<file path="config.mk">
export PLATFORM = sky130hd
export DESIGN_NAME = instr_seq_fsm
export DESIGN_NICKNAME = d
export VERILOG_FILES = /design/src/rtl/instr_seq_fsm.sv
export SDC_FILE = /design/constraint.sdc
export NUM_CORES = 1
export LEC_CHECK = 0
export BUFFER_PORTS_ARGS = -buffer_cell sky130_fd_sc_hd__buf_2
export CORE_MARGIN = 1.5
export CORE_UTILIZATION = 35
export CTS_CLUSTER_DIAMETER = 30
export DETAILED_ROUTE_END_ITERATION = 10
export PLACE_DENSITY = 0.66
export RECOVER_POWER = 50
export SETUP_SLACK_MARGIN = 0.1
export SYNTH_ARGS = -nofsm -noshare
export SYNTH_HDL_FRONTEND = slang
export SYNTH_SLANG_ARGS = --single-unit
</file>
<file path="constraint.sdc">
create_clock -name clock -period 1.7 [get_ports clock]
set_input_delay 0.17 -clock clock [delete_from_list [all_inputs] [get_ports clock]]
set_output_delay 0.17 -clock clock [all_outputs]
set_load 0.02 [all_outputs]
</file>
<file path="src/rtl/instr_seq_fsm.sv">
// Multicycle instruction sequencer: steps one instruction through
// FETCH/DECODE/EXEC/MEM/WB and drives ALU operand select and datapath enables.
module instr_seq_fsm #(
    parameter int OPW = 4
) (
    input  logic           clock,
    input  logic           reset_n,
    input  logic           run,
    input  logic [OPW-1:0] opcode,
    output logic [1:0]     control,
    output logic           mem_read,
    output logic           mem_write,
    output logic           ir_write,
    output logic           pc_write,
    output logic           branch_en,
    output logic           reg_write,
    output logic           done,
    output logic           error,
    output logic [2:0]     state
);

    typedef enum logic [2:0] {
        S_IDLE   = 3'd0,
        S_FETCH  = 3'd1,
        S_DECODE = 3'd2,
        S_EXEC   = 3'd3,
        S_MEM    = 3'd4,
        S_WB     = 3'd5,
        S_HALT   = 3'd6,
        S_BAD    = 3'd7
    } state_t;

    typedef struct packed {
        logic [1:0] control;
        logic       mem_read;
        logic       mem_write;
        logic       ir_write;
        logic       pc_write;
        logic       branch_en;
        logic       reg_write;
        logic       done;
        logic       error;
    } outs_t;

    localparam logic [OPW-1:0] OP_ADD  = OPW'(0);
    localparam logic [OPW-1:0] OP_ADDI = OPW'(1);
    localparam logic [OPW-1:0] OP_LW   = OPW'(2);
    localparam logic [OPW-1:0] OP_SW   = OPW'(3);
    localparam logic [OPW-1:0] OP_BEQ  = OPW'(4);
    localparam logic [OPW-1:0] OP_JMP  = OPW'(5);

    state_t         cur;
    state_t         nxt;
    logic [OPW-1:0] op_q;
    logic [OPW-1:0] nop;
    outs_t          o_q;
    logic           dec_jmp;

    function automatic outs_t outs_of(state_t s, logic [OPW-1:0] op);
        outs_t o;
        o = '0;
        unique case (s)
            S_FETCH: begin
                o.control  = 2'b10;
                o.mem_read = 1'b1;
                o.ir_write = 1'b1;
                o.pc_write = 1'b1;
            end
            S_DECODE: o.control = 2'b11;
            S_EXEC: begin
                o.control   = (op == OP_ADD || op == OP_BEQ) ? 2'b00 : 2'b01;
                o.branch_en = (op == OP_BEQ);
                o.done      = (op == OP_BEQ);
            end
            S_MEM: begin
                o.control   = 2'b01;
                o.mem_read  = (op == OP_LW);
                o.mem_write = (op == OP_SW);
                o.done      = (op == OP_SW);
            end
            S_WB: begin
                o.reg_write = 1'b1;
                o.done      = 1'b1;
            end
            S_HALT: o.error = 1'b1;
            default: o = '0;
        endcase
        return o;
    endfunction

    // Instruction end: chain straight into the next FETCH while run is high
    function automatic state_t next_of(state_t s, logic go,
                                       logic [OPW-1:0] opc,
                                       logic [OPW-1:0] op);
        state_t fin;
        state_t n;
        fin = go ? S_FETCH : S_IDLE;
        unique case (s)
            S_IDLE:   n = go ? S_FETCH : S_IDLE;
            S_FETCH:  n = S_DECODE;
            S_DECODE: begin
                if (opc < OP_JMP)
                    n = S_EXEC;
                else if (opc == OP_JMP)
                    n = fin;
                else
                    n = S_HALT;
            end
            S_EXEC: begin
                if (op == OP_ADD || op == OP_ADDI)
                    n = S_WB;
                else if (op == OP_LW || op == OP_SW)
                    n = S_MEM;
                else if (op == OP_BEQ)
                    n = fin;
                else
                    n = S_IDLE;
            end
            S_MEM: begin
                if (op == OP_LW)
                    n = S_WB;
                else if (op == OP_SW)
                    n = fin;
                else
                    n = S_IDLE;
            end
            S_WB:   n = fin;
            S_HALT: n = S_HALT;
            default: n = S_IDLE;
        endcase
        return n;
    endfunction

    assign nop = (cur == S_DECODE) ? opcode : op_q;
    assign nxt = next_of(cur, run, opcode, op_q);

    // Outputs are registered from the next state so they are glitch-free
    always_ff @(posedge clock or negedge reset_n) begin
        if (!reset_n) begin
            cur  <= S_IDLE;
            op_q <= '0;
            o_q  <= '0;
        end else begin
            cur  <= nxt;
            op_q <= nop;
            o_q  <= outs_of(nxt, nop);
        end
    end

    assign dec_jmp   = (cur == S_DECODE) && (opcode == OP_JMP);
    assign control   = o_q.control;
    assign mem_read  = o_q.mem_read;
    assign mem_write = o_q.mem_write;
    assign ir_write  = o_q.ir_write;
    assign pc_write  = o_q.pc_write | dec_jmp;
    assign branch_en = o_q.branch_en;
    assign reg_write = o_q.reg_write;
    assign done      = o_q.done | dec_jmp;
    assign error     = o_q.error;
    assign state     = cur;

endmodule

</file>
==> impl_metrics.tcl <==
set metrics [dict create \
    status "finished, final reports clean" \
    dpl.hpwl_mm 1.29 \
    vias 667 \
    portBuffers 19 \
    critical_path.max_stage_delay_ns 0.46 \
    clk_pin_slew_ns 0.09 \
    antenna_cells 0 \
    syn_avg_cell_area_um2 11.2 \
    syn_nets 79 \
    grt_pass1_vias 628 \
    finalPower_uw 665 \
    die_w_um 51.0 \
    cts_tree "built" \
    postRouteAntennaNets 0 \
    coreArea_mm2 0.00219 \
    antenna_found_initial 0 \
    finalSetupViolations 0 \
    grt_max_degree 17 \
    clock_latency_ns 0.29 \
    ys_async_sr_fraction_pct 100 \
    dr.pass1.iters 4 \
    holdCritPathClass "input pin to register" \
    critPathKind "register to register" \
    synth_cells 72 \
    area_delta_synth_final_pct 40.4 \
    drt-initial-drc-count 6 \
    drive_gt1_share_pct 47.6 \
    wire_per_inst_um 13.9 \
    synth-seq-area-share_pct 49.7 \
    clock_path_buffers 2 \
    hold_viol 0 \
    rows 17 \
    grt_overflow 0 \
    synth_area_um2 806 \
    worst_path_max_delay_cell "dfrtp_2" \
    numCtsBuffers 3 \
    critPathMaxFanout 5 \
    crit_path_end_kind "register" \
    vdd_ir_drop_max_mv 0.396 \
    slew-limit-headroom_pct 44.0 \
    cp_cell_sequence "nor3b_2, and4b_1, a31oi_1, nor2b_4, or3_1, a21oi_1" \
    netlist_top_cells_count "dfrtp_1 (16), nand2b_1 (5), and2_1 (4), mux2_2 (4), nor2_1 (4)" \
    yosysUniqueCellTypes 35 \
    fin_crit_ns 1.63 \
    ioPinCount 20 \
    drt_wl_total_mm 1.85 \
    grt_use_total_pct 15.3 \
    required_ns 1.92 \
    drv_cap 0 \
    synth_area_leaders "dfrtp_1 (50%), mux2_2 (5.6%), nand2b_1 (3.9%)" \
    yosys_warnings 0 \
    start_kind "register" \
    fmax_ghz 0.615 \
    cts_htree_levels 1 \
    rsz0062_at_grt "yes" \
    cts_sinks 16 \
    die_y_um 51.0 \
    grt_pass1_wl_mm 2.86 \
    drc_errors 0 \
    ys_ff_latch 16 \
    drv_slew 0 \
    fin_crit_sh_pct 95.6 \
    start_util_pct 36.8 \
    nets 113 \
    vias_per_cell 5.02 \
    synth_flop_cell "dfrtp_1" \
    synth_top_area_cell "dfrtp_1" \
    finalSetupTns_ns 0 \
    power_density_mw_per_mm2 588 \
    dieArea_mm2 0.00260 \
    clock_tree.root_cell "clkbuf_4" \
    synth_most_common_cell "dfrtp_1" \
    synth-edff-count 0 \
    leakage_uw 0.000545 \
    critPathArrivalTime_ns 1.84 \
    gp_congestion 0.758 \
    finalClockSkew_ns 0.00688 \
    synthDominantCellAreaShare_pct 49.7 \
    worstMarginPinSlew_ns 0.839 \
]
## report_power, final
group	internal, uW	switching [uW]
Sequential	380	0
Combinational	10.4	21.1
Clock	131	122
Total	521	143
## critical path: cells and delay by family, from the launching register on
family	cells	cell delay, ns
flops	1	0.46
compound gates	2	0.18
simple gates	4	0.91
## path summary, 6_finish.rpt
check	startpoint	to	slack [ns]	depth (start not counted)
setup / recovery	state[0]$_DFF_PN0_	mem_read$_DFF_PN0_	0.07	6
hold / removal	opcode[2]	op_q[2]$_DFF_PN0_	0.18	2
setup reg to reg	state[0]$_DFF_PN0_	mem_read$_DFF_PN0_	0.07	6
hold reg to reg	op_q[3]$_DFF_PN0_	op_q[3]$_DFF_PN0_	0.62	1
max in group asynchronous	reset_n	op_q[3]$_DFF_PN0_	0.64	2
min in group asynchronous	reset_n	error$_DFF_PN0_	0.48	2
## cell type report
cell class,instances,area (um^2)
Clock buffer,4,36.3
Fill cell,203,1060
Inverter,2,10.0
Multi-Input combinational cell,51,440
Sequential cell,16,405
Tap cell,28,35.0
Timing Repair Buffer,32,204
## routing by layer
layer,up-vias,share of wire (%),GRT usage [%]
met3,4,5.6,3.51
met2,25,49,24.7
met4,0,2.1,6.76
met1,317,43,19.5
li1,321,-,-
met5,-,0,0
## placed cells by master, fill, tap and decap left out, drive strengths merged, types with 2 or more instances in the layout
master,n
and2,4
a21oi,2
nor4b,2
nor2b,3
nand2,3
o21ai,2
mux2,4
nand2b,5
buf,25
nand3,2
nor2,4
dfrtp,16
xnor2,2
nor3b,2
or3,2
inv,2
clkbuf,10
## sequential cells by signal, indices dropped and copies added, names as in the netlist
signal and count:
op_q 4, state 3, control 2, branch_en 1
error 1, ir_write 1, mem_read 1, mem_write 1
o_q 1, reg_write 1
## logic make-up (layout without fill, tap and decap cells)
family,count (synthesis),after routing,share of synthesized area [%]
AND/OR/NAND/NOR,35,35,31.1
flip-flops,16,16,49.7
AO/OA/AOI/OAI,10,10,8.08
buffers and inverters,5,38,3.41
multiplexers,4,4,5.59
XOR/XNOR,2,2,2.17
## timing repair
item	CTS	global route
pin swaps	4	3
hold buffers	1	0
endpoints found under the hold margin	16	0
setup buffers	6	1
gates resized for setup	11	4
setup endpoints to repair	5	6
## per-stage QoR
step                cell area, um^2  utilization [%]  std cells  hold slack (ns)  worst slack, ns
floorplan                       841                -         72           -0.126            0.103
global placement                982             44.8        121           0.0960           0.0285
detailed placement              982             44.8        121           0.0950           0.0325
CTS                            1110             50.7        132            0.180           0.0961
global route                   1130             51.6        133            0.204          0.00262
finish                         1130             51.6        133            0.182           0.0749
(Power assumes the default switching activity.)
